$ cat config.mk
export PLATFORM = sky130hd
export DESIGN_NAME = uart_bus_master
export DESIGN_NICKNAME = d
export VERILOG_FILES = /design/src/rtl/uart_bus_master.sv
export SDC_FILE = /design/constraint.sdc
export NUM_CORES = 1
export LEC_CHECK = 0
export CORE_MARGIN = 2
export CORE_UTILIZATION = 40
export CTS_BUF_LIST = sky130_fd_sc_hd__clkbuf_2 sky130_fd_sc_hd__clkbuf_4 sky130_fd_sc_hd__clkbuf_8
export DETAILED_ROUTE_END_ITERATION = 10
export GPL_TIMING_DRIVEN = 0
export SLEW_MARGIN = 20
export SYNTH_ARGS = -nofsm -noshare
export SYNTH_HDL_FRONTEND = slang
export SYNTH_SLANG_ARGS = --single-unit
export TNS_END_PERCENT = 10
$ cat constraint.sdc
create_clock -name i_CLK -period 2.2 [get_ports i_CLK]
set_clock_uncertainty 0.05 [all_clocks]
set_input_delay 0.22 -clock i_CLK [delete_from_list [all_inputs] [get_ports i_CLK]]
set_output_delay 0.22 -clock i_CLK [all_outputs]
set_load 0.02 [all_outputs]
$ cat src/rtl/uart_bus_master.sv
// UART debug/loader bridge: 8N1 command frames in, one bus initiator cycle
// (CYC/STB/WE/SEL/ACK) out, status/data reply frames back over TX.
module uart_bus_master #(
    parameter int ADDR_WIDTH   = 32,
    parameter int DATA_WIDTH   = 32,
    parameter int CLKS_PER_BIT = 1250,
    parameter int TIMEOUT      = 1024
) (
    input  logic                  i_CLK,
    input  logic                  i_RST,
    input  logic                  i_RX,
    output logic                  o_TX,
    output logic [ADDR_WIDTH-1:0] o_ADDR,
    output logic [DATA_WIDTH-1:0] o_DATA,
    input  logic [DATA_WIDTH-1:0] i_DATA,
    output logic                  o_WE,
    output logic [3:0]            o_SEL,
    output logic                  o_STB,
    output logic                  o_CYC,
    input  logic                  i_ACK,
    output logic                  o_BUSY
);
    localparam int CW = $clog2(CLKS_PER_BIT);
    localparam logic [CW-1:0] BIT_LAST  = CW'(CLKS_PER_BIT - 1);
    localparam logic [CW-1:0] HALF_LAST = CW'(CLKS_PER_BIT / 2 - 1);
    localparam int TW = $clog2(TIMEOUT + 1);
    localparam logic [TW-1:0] TO_LAST = TW'(TIMEOUT - 1);
    localparam logic [7:0] CMD_W = 8'h57, CMD_R = 8'h52, RSP_K = 8'h4B;
    localparam logic [7:0] RSP_D = 8'h44, RSP_Q = 8'h3F, RSP_E = 8'h45;

    typedef enum logic [2:0] {S_CMD, S_ADDR, S_DATA, S_BUS, S_RESP} state_t;

    state_t r_state, w_state_n;

    logic          r_rx_meta, r_rx_sync, r_rx_prev, r_rx_busy, r_rx_valid, r_rx_ferr;
    logic [CW-1:0] r_rx_cnt;
    logic [3:0]    r_rx_bit;
    logic [7:0]    r_rx_shift;

    logic          r_tx_out, r_tx_busy;
    logic [CW-1:0] r_tx_cnt;
    logic [3:0]    r_tx_bit;
    logic [8:0]    r_tx_shift;
    logic          w_tx_end, w_tx_ready, w_tx_go, w_tx_load;
    logic [7:0]    w_tx_byte, w_resp_byte;
    logic [2:0]    w_resp_len;

    logic                  r_is_write, r_cyc, r_we, r_err, r_q_pend, r_busy;
    logic [1:0]            r_cnt;
    logic [2:0]            r_resp_idx;
    logic [3:0]            r_sel;
    logic [TW-1:0]         r_to_cnt;
    logic [ADDR_WIDTH-1:0] r_addr_sh, r_addr;
    logic [DATA_WIDTH-1:0] r_data_sh, r_wdata, r_rdata;

    // RX: synchroniser, start validation at half bit, mid-bit sampling, stop check
    always_ff @(posedge i_CLK) begin
        if (i_RST) begin
            r_rx_meta  <= 1'b1;
            r_rx_sync  <= 1'b1;
            r_rx_prev  <= 1'b1;
            r_rx_busy  <= 1'b0;
            r_rx_valid <= 1'b0;
            r_rx_ferr  <= 1'b0;
            r_rx_cnt   <= {CW{1'b0}};
            r_rx_bit   <= 4'd0;
            r_rx_shift <= 8'h00;
        end else begin
            r_rx_meta  <= i_RX;
            r_rx_sync  <= r_rx_meta;
            r_rx_prev  <= r_rx_sync;
            r_rx_valid <= 1'b0;
            r_rx_ferr  <= 1'b0;
            if (!r_rx_busy) begin
                if (r_rx_prev && !r_rx_sync) begin
                    r_rx_busy <= 1'b1;
                    r_rx_cnt  <= {CW{1'b0}};
                    r_rx_bit  <= 4'd0;
                end
            end else if (r_rx_bit == 4'd0) begin
                if (r_rx_cnt == HALF_LAST) begin
                    r_rx_cnt <= {CW{1'b0}};
                    if (r_rx_sync) r_rx_busy <= 1'b0;
                    else           r_rx_bit  <= 4'd1;
                end else begin
                    r_rx_cnt <= r_rx_cnt + 1'b1;
                end
            end else if (r_rx_cnt == BIT_LAST) begin
                r_rx_cnt <= {CW{1'b0}};
                if (r_rx_bit == 4'd9) begin
                    r_rx_busy  <= 1'b0;
                    r_rx_valid <= r_rx_sync;
                    r_rx_ferr  <= !r_rx_sync;
                end else begin
                    r_rx_shift <= {r_rx_sync, r_rx_shift[7:1]};
                    r_rx_bit   <= r_rx_bit + 4'd1;
                end
            end else begin
                r_rx_cnt <= r_rx_cnt + 1'b1;
            end
        end
    end

    // A new byte may be loaded on the last cycle of a stop bit, so bytes run back-to-back
    assign w_tx_end   = r_tx_busy && (r_tx_bit == 4'd9) && (r_tx_cnt == BIT_LAST);
    assign w_tx_ready = !r_tx_busy || w_tx_end;
    assign w_tx_go    = w_tx_load && w_tx_ready;

    // TX: start bit, 8 data bits LSB first, stop bit
    always_ff @(posedge i_CLK) begin
        if (i_RST) begin
            r_tx_out   <= 1'b1;
            r_tx_busy  <= 1'b0;
            r_tx_cnt   <= {CW{1'b0}};
            r_tx_bit   <= 4'd0;
            r_tx_shift <= 9'h1FF;
        end else if (w_tx_go) begin
            r_tx_out   <= 1'b0;
            r_tx_busy  <= 1'b1;
            r_tx_cnt   <= {CW{1'b0}};
            r_tx_bit   <= 4'd0;
            r_tx_shift <= {1'b1, w_tx_byte};
        end else if (r_tx_busy) begin
            if (r_tx_cnt == BIT_LAST) begin
                r_tx_cnt <= {CW{1'b0}};
                if (r_tx_bit == 4'd9) begin
                    r_tx_busy <= 1'b0;
                end else begin
                    r_tx_out   <= r_tx_shift[0];
                    r_tx_shift <= {1'b1, r_tx_shift[8:1]};
                    r_tx_bit   <= r_tx_bit + 4'd1;
                end
            end else begin
                r_tx_cnt <= r_tx_cnt + 1'b1;
            end
        end
    end

    assign w_resp_len = (r_err || r_is_write) ? 3'd1 : 3'd5;

    // Reply byte selection
    always_comb begin
        w_resp_byte = 8'h00;
        case (r_resp_idx)
            3'd0:    w_resp_byte = r_err ? RSP_E : (r_is_write ? RSP_K : RSP_D);
            3'd1:    w_resp_byte = r_rdata[31:24];
            3'd2:    w_resp_byte = r_rdata[23:16];
            3'd3:    w_resp_byte = r_rdata[15:8];
            3'd4:    w_resp_byte = r_rdata[7:0];
            default: w_resp_byte = 8'h00;
        endcase
    end

    // Frame parser state register
    always_ff @(posedge i_CLK) begin
        if (i_RST) r_state <= S_CMD;
        else       r_state <= w_state_n;
    end

    // Frame parser next state and TX byte request
    always_comb begin
        w_state_n = r_state;
        w_tx_load = 1'b0;
        w_tx_byte = 8'h00;
        case (r_state)
            S_CMD: begin
                if (r_rx_valid && (r_rx_shift == CMD_W || r_rx_shift == CMD_R)) w_state_n = S_ADDR;
                else w_state_n = S_CMD;
            end
            S_ADDR: begin
                if (r_rx_ferr) w_state_n = S_CMD;
                else if (r_rx_valid && r_cnt == 2'd3) w_state_n = r_is_write ? S_DATA : S_BUS;
                else w_state_n = S_ADDR;
            end
            S_DATA: begin
                if (r_rx_ferr) w_state_n = S_CMD;
                else if (r_rx_valid && r_cnt == 2'd3) w_state_n = S_BUS;
                else w_state_n = S_DATA;
            end
            S_BUS: begin
                if ((r_cyc && i_ACK) || r_to_cnt == TO_LAST) w_state_n = S_RESP;
                else w_state_n = S_BUS;
            end
            S_RESP: begin
                if (r_resp_idx == w_resp_len && w_tx_end) w_state_n = S_CMD;
                else w_state_n = S_RESP;
            end
            default: w_state_n = S_CMD;
        endcase
        if (r_state == S_RESP) begin
            if (r_resp_idx != w_resp_len) begin
                w_tx_load = 1'b1;
                w_tx_byte = w_resp_byte;
            end else begin
                w_tx_load = 1'b0;
            end
        end else if (r_q_pend) begin
            w_tx_load = 1'b1;
            w_tx_byte = RSP_Q;
        end else begin
            w_tx_load = 1'b0;
        end
    end

    // Field assembly, bus handshake, ack timeout and reply sequencing
    always_ff @(posedge i_CLK) begin
        if (i_RST) begin
            r_is_write <= 1'b0;
            r_cyc      <= 1'b0;
            r_we       <= 1'b0;
            r_err      <= 1'b0;
            r_q_pend   <= 1'b0;
            r_busy     <= 1'b0;
            r_cnt      <= 2'd0;
            r_resp_idx <= 3'd0;
            r_sel      <= 4'h0;
            r_to_cnt   <= {TW{1'b0}};
            r_addr_sh  <= {ADDR_WIDTH{1'b0}};
            r_addr     <= {ADDR_WIDTH{1'b0}};
            r_data_sh  <= {DATA_WIDTH{1'b0}};
            r_wdata    <= {DATA_WIDTH{1'b0}};
            r_rdata    <= {DATA_WIDTH{1'b0}};
        end else begin
            r_busy <= (r_state != S_CMD) || r_tx_busy || r_q_pend || (r_rx_valid && r_state == S_CMD);
            if (w_tx_go && r_state != S_RESP) r_q_pend <= 1'b0;
            case (r_state)
                S_CMD: begin
                    if (r_rx_valid) begin
                        r_is_write <= (r_rx_shift == CMD_W);
                        r_cnt      <= 2'd0;
                        if (w_state_n == S_CMD) r_q_pend <= 1'b1;
                    end
                end
                S_ADDR: begin
                    if (r_rx_valid) begin
                        r_addr_sh <= {r_addr_sh[ADDR_WIDTH-9:0], r_rx_shift};
                        r_cnt     <= r_cnt + 2'd1;
                    end
                end
                S_DATA: begin
                    if (r_rx_valid) begin
                        r_data_sh <= {r_data_sh[DATA_WIDTH-9:0], r_rx_shift};
                        r_cnt     <= r_cnt + 2'd1;
                    end
                end
                S_BUS: begin
                    if (r_cyc && i_ACK) begin
                        r_rdata    <= i_DATA;
                        r_cyc      <= 1'b0;
                        r_sel      <= 4'h0;
                        r_we       <= 1'b0;
                        r_resp_idx <= 3'd0;
                    end else if (r_to_cnt == TO_LAST) begin
                        r_cyc      <= 1'b0;
                        r_sel      <= 4'h0;
                        r_we       <= 1'b0;
                        r_err      <= 1'b1;
                        r_resp_idx <= 3'd0;
                    end else begin
                        r_to_cnt <= r_to_cnt + 1'b1;
                    end
                end
                S_RESP: begin
                    if (w_tx_go) r_resp_idx <= r_resp_idx + 3'd1;
                end
                default: ;
            endcase
            // The final frame byte is still in the RX shifter, so splice it in directly
            if (w_state_n == S_BUS && r_state != S_BUS) begin
                r_cyc    <= 1'b1;
                r_sel    <= 4'hF;
                r_we     <= r_is_write;
                r_err    <= 1'b0;
                r_to_cnt <= {TW{1'b0}};
                if (r_is_write) begin
                    r_addr  <= r_addr_sh;
                    r_wdata <= {r_data_sh[DATA_WIDTH-9:0], r_rx_shift};
                end else begin
                    r_addr  <= {r_addr_sh[ADDR_WIDTH-9:0], r_rx_shift};
                end
            end
        end
    end

    assign o_TX   = r_tx_out;
    assign o_ADDR = r_addr;
    assign o_DATA = r_wdata;
    assign o_WE   = r_we;
    assign o_SEL  = r_sel;
    assign o_STB  = r_cyc;
    assign o_CYC  = r_cyc;
    assign o_BUSY = r_busy;

endmodule

# Yosys cells after proc, flatten, opt, wreduce, memory -nomap -nowiden
# Index checks and enable logic that the tools add are counted.
word_totals:
  register_bits: 235
  output_inout_bits: 73
  word_cells: 197
op_classes:
  add_sub_neg: 7
  eq_ne: 31
  mux: 72
  n_bitwise: 7
  reduce_logical: 50
ops:
  columns: ["op", "n"]
  rows:
  - ["two-way mux 11 bit", 6]
  - ["two-way mux 4 bit", 13]
  - ["two-way mux 8 bit", 6]
  - ["one-hot mux 8 bit (5 select lines)", 1]
  - ["adder 11 x 1 -> 11 bit, second input constant", 3]
  - ["two-way mux 32 bit", 1]
  - ["two-way mux 1 bit", 30]
  - ["equality test 11 x 10 -> 1 bit, second input constant", 2]
  - ["equality test 11 bit, second input constant", 2]
  - ["two-way mux 3 bit", 6]
  - ["AND reduction 3 bit", 6]
  - ["equality test 8 x 7 -> 1 bit, second input constant", 2]
  - ["equality test 3 x 2 -> 1 bit, second input constant", 5]
  - ["one-hot mux 3 bit (5 select lines)", 1]
  - ["inequality test 3 bit, second input constant", 4]
  - ["AND reduction 2 bit", 6]
  - ["nonzero test 2 bit", 6]
  - ["logical AND 1 bit", 11]
  - ["two-way mux 2 bit", 5]
  - ["zero test 3 bit", 3]
  - ["adder 4 x 1 -> 4 bit, second input constant", 2]
  - ["equality test 4 bit, second input constant", 2]
  - ["logical OR 1 bit", 7]
  - ["NOT 1 bit", 7]
  - ["21 further kinds", 30]

# Longest topological paths before layout
# Gate-level depths: netlist (run 1).
logic_depth:
  depth_word: 11
  mapped_depth: 10

# Least setup slack after synthesis (run 1)
# No wires, ideal clock.
synth_path:
  kind: "register to register"
  from: "register r_resp_idx[2]"
  to: "register r_tx_shift[0]"
  setup_time_ns: 0.121
  arrival_time_ns: 2.271
  path_slack_ns: -0.242
  stages_incl_launch_ff: 10
  path_buffers: 3
  synth_period_minus_slack_ns: 2.442
  path_cell_list: "dfxtp_1 > clkbuf_1 > clkbuf_1 > inv_1 > ha_1 > buf_1 > o31ai_1 > o21ai_0 > a221oi_1 > nand2_1"
synth_via:
  elab_chain_cells: 6
  elab_cells_between_ends: 17
  cone_classes: "eq/ne: 6; mux: 6; reduce/logical: 5"
synth_rtl:
  columns: ["item", "line", "text"]
  rows:
  - ["from (decl)", "50", "logic [2:0] r_resp_idx;"]
  - ["from (signal assigned)", "264", "if (w_tx_go) r_resp_idx <= r_resp_idx + 3'd1;"]
  - ["inequality test 3 bit", "191", "if (r_resp_idx != w_resp_len) begin"]
  - ["two-way mux 1 bit", "191", null]
  - ["two-way mux 1 bit", "190", "if (r_state == S_RESP) begin"]
  - ["logical AND 1 bit", "107", "assign w_tx_go = w_tx_load && w_tx_ready;"]
  - ["inequality test 2 bit (no line) or nonzero test 2 bit (tied branches)", null, null]
  - ["AND reduction 3 bit (no line)", null, null]
  - ["to (signal assigned)", "122", "r_tx_shift <= {1'b1, w_tx_byte};"]
  - ["to (signal assigned)", "130", "r_tx_shift <= {1'b1, r_tx_shift[8:1]};"]
  - ["to (decl)", "43", "logic [8:0] r_tx_shift;"]
# Several ways; a longest one is shown, not always the timed one.
# A chain may end at the register's enable or synchronous reset.

# Worst setup path in the final report (run 1)
layout_path:
  from: "register r_state[0]"
  to: "register r_wdata[6], in the netlist o_DATA[6]"
layout_via:
  elab_chain_cells: 5
  elab_cells_between_ends: 10
  cone_classes: "eq/ne: 6; mux: 1; reduce/logical: 3"
layout_rtl:
  columns: ["item", "line", "text"]
  rows:
  - ["from (decl)", "33", "state_t r_state, w_state_n;"]
  - ["from (signal assigned)", "157", "else r_state <= w_state_n;"]
  - ["equality test 3 bit, or another cell as far along", "165", "case (r_state)"]
  - ["one-hot mux 3 bit (5 select lines)", "165", null]
  - ["equality test 3 x 2 -> 1 bit", "269", "if (w_state_n == S_BUS && r_state != S_BUS) begin"]
  - ["logical AND 1 bit (*)", "269", null]
  - ["AND reduction 2 bit (no line) (*)", null, null]
  - ["to (signal assigned)", "221", "r_wdata <= {DATA_WIDTH{1'b0}};"]
  - ["to (signal assigned)", "277", "r_wdata <= {r_data_sh[DATA_WIDTH-9:0], r_rx_shift};"]
  - ["to (decl)", "54", "logic [DATA_WIDTH-1:0] r_data_sh, r_wdata, r_rdata;"]
# Mark *: on every way between the ends. The rest lies on a longest branch, timed or not.

==> metrics.csv, run 1 <==
stage;metric;value;unit
worst_hold_path;whs_endpoint;r_rdata[28];
critical_path;path_buf_inv;2;
place;dp.cells;1548;
place;port_buffers;107;
yosys;ys_ff_latch;231;
yosys;yosysUniqueCellTypes;60;
sta;finalCritPeriodShare;105;%
global_routing;gr-total-overflow;0;
critical_path;cp-end-kind;flop;
sta;timing.fmax;433;MHz
critical_path;reg2regPathDepth;8;
sta;setup_viol;32;
power_and_ir_drop;power;8.48;mW
sta;finalCriticalPeriod;2.31;ns
clock_tree;insertion_delay;0.54;ns
power_and_ir_drop;peakVddDrop;463;uV
final_layout;nNetsFinal;1332;
power_and_ir_drop;pwr_density_cell;689;nW/um^2
drt;highest_layer;met4;
yosys;async_reset_ff_share;0;%
worst_hold_path;hold_depth;3;
sta;tns;-2.06;ns
sta;slew_viol_final;0;
drt;met2WireLength;11.5;mm
final_layout;fin_area;12300;um^2
sta;rsz0062_at_grt;yes;
drt;avgViaCountPerCell;5.08;
status;violations;negative setup slack;
drt;dr.pass1.iters;5;
final_layout;num_antenna_cells;0;
clock_tree;cts_buffers;40;
critical_path;cp.required;2.55;ns
clock_tree;path_clk_slew;0.06;ns
floorplanning;rows;56;
floorplanning;ios;109;
sta;relSlewSlack;47.3;%
yosys;synth.area.top_cells;dfxtp_1 48%, nand2_1 8.8%, mux2i_1 8.1%;
clock_tree;htreeDepth;2;
sta;worst_pin_slew;0.790;ns
sta;setup_ws;-0.108;ns
drt;postRouteAntennaNets;0;
global_routing;gr-usage-all-layers;19.7;%
floorplanning;die_y;159;um
yosys;synth_top_area_share;48.0;%
drt;wl_per_cell;15.6;um
floorplanning;coreArea;23500;um^2
floorplanning;die-area;25300;um^2
place;place_ws;-0.474;ns
critical_path;setup.worst_path.start_class;flop;
floorplanning;die_w;159;um
critical_path;cp.arrival;2.66;ns
yosys;postSynthCellCount;1122;
yosys;yosysTopAreaCell;dfxtp_1;
yosys;avgSynthCellArea;8.58;um^2
yosys;yosys.cell_count.top_type;dfxtp_1;
status;status;finished with violations;
clock_tree;tritoncts;yes;
drt;totalWireLength;25.3;mm
critical_path;path_class;reg -> reg;
critical_path;reg2reg_from;r_state[0];
final_layout;layout.cells.non_filler;1622;
clock_tree;numClockSinks;231;
place;hpwl;17.7;mm
yosys;synthFlopType;dfxtp_1;
power_and_ir_drop;cellLeakagePower;4.11;nW
drt;drt_iter0_drc;488;
critical_path;path_cells;or4b_4 -> nor4_4 -> a211oi_4 -> nor3b_2 -> buf_6 -> buf_12 -> mux2i_1 -> nor2_1;
global_routing;grt_pass1_wl;41.1;mm
place;routabilityCongestion;0.850;
worst_hold_path;hold_class;in -> reg;
clock_tree;cts_root_buffer;clkbuf_8;
critical_path;r2r-end;o_DATA[6];
sta;hold_violations;0;
global_routing;antenna_found_initial;0;
yosys;synth_enable_flop_cells;0;
critical_path;rrSetupSlack;-0.11;ns
yosys;netlist_area;9630;um^2
yosys;syn_nets;1175;
critical_path;crit_slowest_cell;or4b_4;
yosys;yosys_warnings;0;
critical_path;slowest_delay;0.57;ns
job;drv_cap;0;
clock_tree;clockBufferDepth;3;
critical_path;cpLargestDelayFamily;simple AND/OR/NAND/NOR gates;
yosys;ys_seq_area_share;48.0;%
clock_tree;hold_buffers;0;
final_layout;syn_to_final_growth;27.8;%
drt;met1_length;12.2;mm
global_routing;grt_max_degree;11;
global_routing;grt_pass1_vias;7886;
final_layout;nFillCells;2297;
floorplanning;initial_core_util;40.9;%
place;post_dp_cell_area;11100;um^2
final_layout;drive_gt1_share;11.7;%
drt;via_count;8233;
worst_hold_path;hold_path_startpoint;i_DATA[28];
critical_path;cp_max_fo;10;
drt;dr_wl_met3;1.13;mm
yosys;synth_commonest_cells;231 x dfxtp_1, 225 x nand2_1, 119 x nor2_1;
drt;drc_errors;0;
==> worst register-to-register path, delay by kind of cell, from the launching register on <==
| kind | cells | cell delay [ns] |
|---|---|---|
| and+or+nand+nor | 4 | 1.11 |
| muxes | 1 | 0.20 |
| AOI/OAI and AO/OA | 1 | 0.10 |
| DFF | 1 | 0.36 |
| buffers and inverters | 2 | 0.37 |
==> flip-flops by register name, indices dropped and copies added (netlist names), 2 cells and up <==
register,cells
r_cnt,2
r_data_sh,24
o_DATA,32
r_tx_cnt,11
o_ADDR,32
r_rx_shift,8
r_rx_cnt,11
r_rx_bit,4
r_rdata,32
r_addr_sh,32
r_tx_shift,8
r_tx_bit,4
r_state,3
r_resp_idx,3
r_to_cnt,11
==> worst max path at each step <==
stage                        startpoint            end  slack (ns)  depth (start not counted)
after global placement    r_resp_idx[2]  r_tx_shift[0]       -0.40                          9
after CTS                    r_state[2]     o_DATA[20]       -0.10                          9
after floorplan             r_rx_bit[0]   r_rx_cnt[10]       0.009                          8
after global routing         r_state[0]     o_DATA[30]       -0.22                          8
final                        r_state[0]      o_DATA[6]       -0.11                          8
after detailed placement    r_rx_bit[0]   r_rx_cnt[10]       -0.47                          8
==> report_power, final <==
group          leakage (nW)  internal [mW]  total, mW  switching, mW
Combinational          1.80         0.0809      0.206          0.125
Sequential             1.87           4.19       4.19        0.00387
Clock                 0.438           2.37       4.09           1.72
==> layout by cell type (no fill, tap or decap), types with 4 or more instances in the layout <==
| cell type | n |
|---|---|
| a21oi_1 | 111 |
| inv_1 | 13 |
| and2_1 | 4 |
| nor2_1 | 118 |
| or2_2 | 4 |
| and3_1 | 13 |
| o21ai_0 | 24 |
| clkbuf_8 | 52 |
| nand2b_1 | 10 |
| a211oi_1 | 32 |
| ha_1 | 15 |
| dfxtp_2 | 10 |
| clkdlybuf4s50_1 | 107 |
| clkbuf_1 | 46 |
| buf_6 | 6 |
| nand3_1 | 33 |
| nand2_1 | 225 |
| a22oi_1 | 4 |
| a21o_1 | 5 |
| and4_1 | 5 |
| a221oi_1 | 5 |
| clkbuf_4 | 9 |
| nand4_1 | 9 |
| nor3_1 | 8 |
| xnor2_1 | 8 |
| xor2_1 | 16 |
| dfxtp_1 | 219 |
| mux2i_1 | 78 |
| buf_4 | 21 |
==> cell families (layout without fill, tap and decap cells) <==
logic type	Yosys count	count (layout)	synth area share (%)
and+or+nand+nor	465	465	21.5
buffers and inverters	90	271	4.17
AOI/OAI and AO/OA	215	215	13.5
xor gates and xnor gates	24	24	2.18
muxes	80	80	8.34
adders and majority gates	17	17	2.21
DFF	231	231	48.0
==> area by class of cell <==
type | instances | area, um^2 | area share, %
plain buffers | 73 | 418 | 3.40
clock buffers | 61 | 783 | 6.36
clock inverters | 5 | 55.1 | 0.447
inverters | 14 | 52.6 | 0.427
multi-input cells | 801 | 4770 | 38.7
flip-flops and latches | 231 | 4640 | 37.7
well taps | 319 | 399 | 3.24
repair buffers | 118 | 1190 | 9.66
==> routing by layer <==
| metal | vias up | track usage (%) |
|---|---|---|
| li1 | 4171 | - |
| met1 | 3837 | 27.0 |
| met2 | 184 | 31.4 |
| met3 | 41 | 3.83 |
| met4 | 0 | 6.07 |
| met5 | - | 0 |
==> stage by stage <==
step | hold slack (ns) | util, %
2_1_floorplan | 0.274 | -
3_3_place_gp | 0.346 | 47.2
5_1_grt | 0.179 | 52.3
6_report | 0.180 | 52.3
3_5_place_dp | 0.352 | 47.2
4_1_cts | 0.157 | 51.5
==> repair_timing <==
| action | 4_1_cts | 5_1_grt |
|---|---|---|
| pin swaps | 11 | 5 |
| setup buffers | 5 | 3 |
| gates resized for setup | 42 | 38 |
| gates cloned | 1 | 2 |
| endpoints found under the setup margin | 129 | 113 |
(Power assumes the default switching activity.)
==> inputs of run 2 (changes only) <==
--- a/config.mk
+++ b/config.mk
@@ -10,6 +10,7 @@
 export CTS_BUF_LIST = sky130_fd_sc_hd__clkbuf_2 sky130_fd_sc_hd__clkbuf_4 sky130_fd_sc_hd__clkbuf_8
 export DETAILED_ROUTE_END_ITERATION = 10
 export GPL_TIMING_DRIVEN = 0
+export PLACE_DENSITY = 0.74
 export SLEW_MARGIN = 20
 export SYNTH_ARGS = -nofsm -noshare
 export SYNTH_HDL_FRONTEND = slang
==> run 2 against run 1 <==
Against the previous run: the run still ends with negative setup slack left; total power up 1.8%; sequential cell count unchanged; via count is 2.7% higher; sequential share of layout area down 0.42 points; die area unchanged; critical path type unchanged.
==> metrics.csv, run 2 (same netlist as run 1, synthesis figures left out) <==
stage;metric;value;unit
status;status;finished with violations;
status;violations;negative setup slack;
place;hpwl;17.2;mm
clock_tree;cts_root_buffer;clkbuf_8;
power_and_ir_drop;peakVddDrop;417;uV
sta;setup_ws;-0.0928;ns
global_routing;gr-total-overflow;0;
sta;tns;-1.40;ns
sta;hold_violations;0;
place;port_buffers;107;
floorplanning;die_y;159;um
critical_path;cp.arrival;2.64;ns
worst_hold_path;hold_class;in -> reg;
place;dp.cells;1548;
place;post_dp_cell_area;11100;um^2
global_routing;grt_pass1_vias;8054;
critical_path;rrSetupSlack;-0.09;ns
clock_tree;htreeDepth;2;
drt;dr.pass1.iters;5;
power_and_ir_drop;cellLeakagePower;4.18;nW
worst_hold_path;hold_path_startpoint;i_DATA[7];
critical_path;cp_max_fo;10;
critical_path;path_class;reg -> reg;
sta;finalCritPeriodShare;104;%
clock_tree;numClockSinks;231;
clock_tree;path_clk_slew;0.06;ns
sta;rsz0062_at_grt;yes;
job;drv_cap;0;
sta;relSlewSlack;47.6;%
clock_tree;insertion_delay;0.54;ns
final_layout;num_antenna_cells;0;
critical_path;cp-end-kind;flop;
drt;totalWireLength;24.9;mm
sta;worst_pin_slew;0.787;ns
floorplanning;die_w;159;um
global_routing;antenna_found_initial;0;
critical_path;crit_slowest_cell;or4b_4;
sta;setup_viol;31;
drt;wl_per_cell;15.2;um
global_routing;grt_pass1_wl;40.2;mm
floorplanning;initial_core_util;40.9;%
final_layout;nNetsFinal;1340;
critical_path;reg2reg_from;r_state[0];
clock_tree;cts_buffers;39;
final_layout;syn_to_final_growth;29.3;%
floorplanning;die-area;25300;um^2
final_layout;layout.cells.non_filler;1637;
clock_tree;clockBufferDepth;3;
clock_tree;hold_buffers;0;
floorplanning;ios;109;
final_layout;drive_gt1_share;12.9;%
critical_path;slowest_delay;0.57;ns
floorplanning;rows;56;
drt;drc_errors;0;
critical_path;r2r-end;o_DATA[7];
global_routing;gr-usage-all-layers;19.0;%
floorplanning;coreArea;23500;um^2
sta;finalCriticalPeriod;2.29;ns
place;routabilityCongestion;0.851;
global_routing;grt_max_degree;11;
critical_path;reg2regPathDepth;8;
final_layout;mostFrequentLayoutCells;224 x nand2_1, 220 x dfxtp_1, 118 x nor2_1;
critical_path;path_cells;or4b_4 -> nor4_4 -> a211oi_4 -> nor3b_2 -> buf_6 -> buf_12 -> mux2i_1 -> nor2_1;
power_and_ir_drop;pwr_density_cell;693;nW/um^2
final_layout;final_common_cell;nand2_1;
worst_hold_path;whs_endpoint;r_rdata[7];
clock_tree;tritoncts;yes;
power_and_ir_drop;power;8.63;mW
worst_hold_path;hold_depth;3;
critical_path;cp.required;2.55;ns
drt;postRouteAntennaNets;0;
drt;via_count;8457;
critical_path;setup.worst_path.start_class;flop;
drt;avgViaCountPerCell;5.17;
final_layout;fin_area;12500;um^2
drt;drt_iter0_drc;501;
sta;slew_viol_final;0;
sta;timing.fmax;436;MHz
[run 2: how the worst max path moves through the flow]
stage	cells past startpoint	to	slack (ns)	startpoint
floorplan	8	r_rx_cnt[10]	0.009	r_rx_bit[0]
global placement	7	r_tx_shift[6]	-0.35	r_tx_cnt[0]
detailed placement	8	r_rx_cnt[10]	-0.45	r_rx_bit[0]
CTS	9	o_DATA[7]	-0.16	r_state[2]
global route	8	o_DATA[29]	-0.18	r_state[0]
finish	8	o_DATA[7]	-0.09	r_state[0]
[run 2: power by group]
part           internal, mW  switching [mW]  total (mW)
sequential             4.18         0.00386        4.19
combinational        0.0826           0.125       0.207
clock                  2.52            1.72        4.24
[run 2: routing by layer]
| metal | wire length, um | part of all wire (%) | vias up | track usage, % |
|---|---|---|---|---|
| li1 | - | - | 4200 | - |
| met1 | 11300 | 45 | 3983 | 24.8 |
| met2 | 11700 | 47 | 215 | 31.7 |
| met3 | 1190 | 4.8 | 59 | 3.31 |
| met4 | 727 | 2.9 | 0 | 6.98 |
| met5 | 0 | 0 | - | 0 |
[run 2: layout make-up]
class                      instances  area, um^2
inverter                          14        52.6
multi-input combinational        801        4810
timing repair buffer             127        1240
clock inverter                     6        88.8
fill                            2172       11100
tap                              319         399
sequential                       231        4650
buffer                            73         422
clock buffer                      66         796
[run 2: timing repair]
item                                    CTS  global route
endpoints found under the setup margin  125           148
pin swaps                                11            10
resized for setup                        37            48
cloned                                    1             1
setup buffers                            11             7
[run 2: through the flow]
step / setup slack [ns] / utilization (%) / hold slack (ns)
2_1_floorplan: 0.00946 / - / 0.274
3_3_place_gp: -0.354 / 47.2 / 0.342
3_5_place_dp: -0.447 / 47.2 / 0.350
4_1_cts: -0.161 / 51.9 / 0.163
5_1_grt: -0.181 / 52.9 / 0.182
6_report: -0.0928 / 52.9 / 0.188
[run 2: critical path: cells and delay by family (launching register included)]
kind	cells	cell delay [ns]
compound gates	1	0.09
flops	1	0.36
simple gates	4	1.09
buf+inv	2	0.34
mux	1	0.21
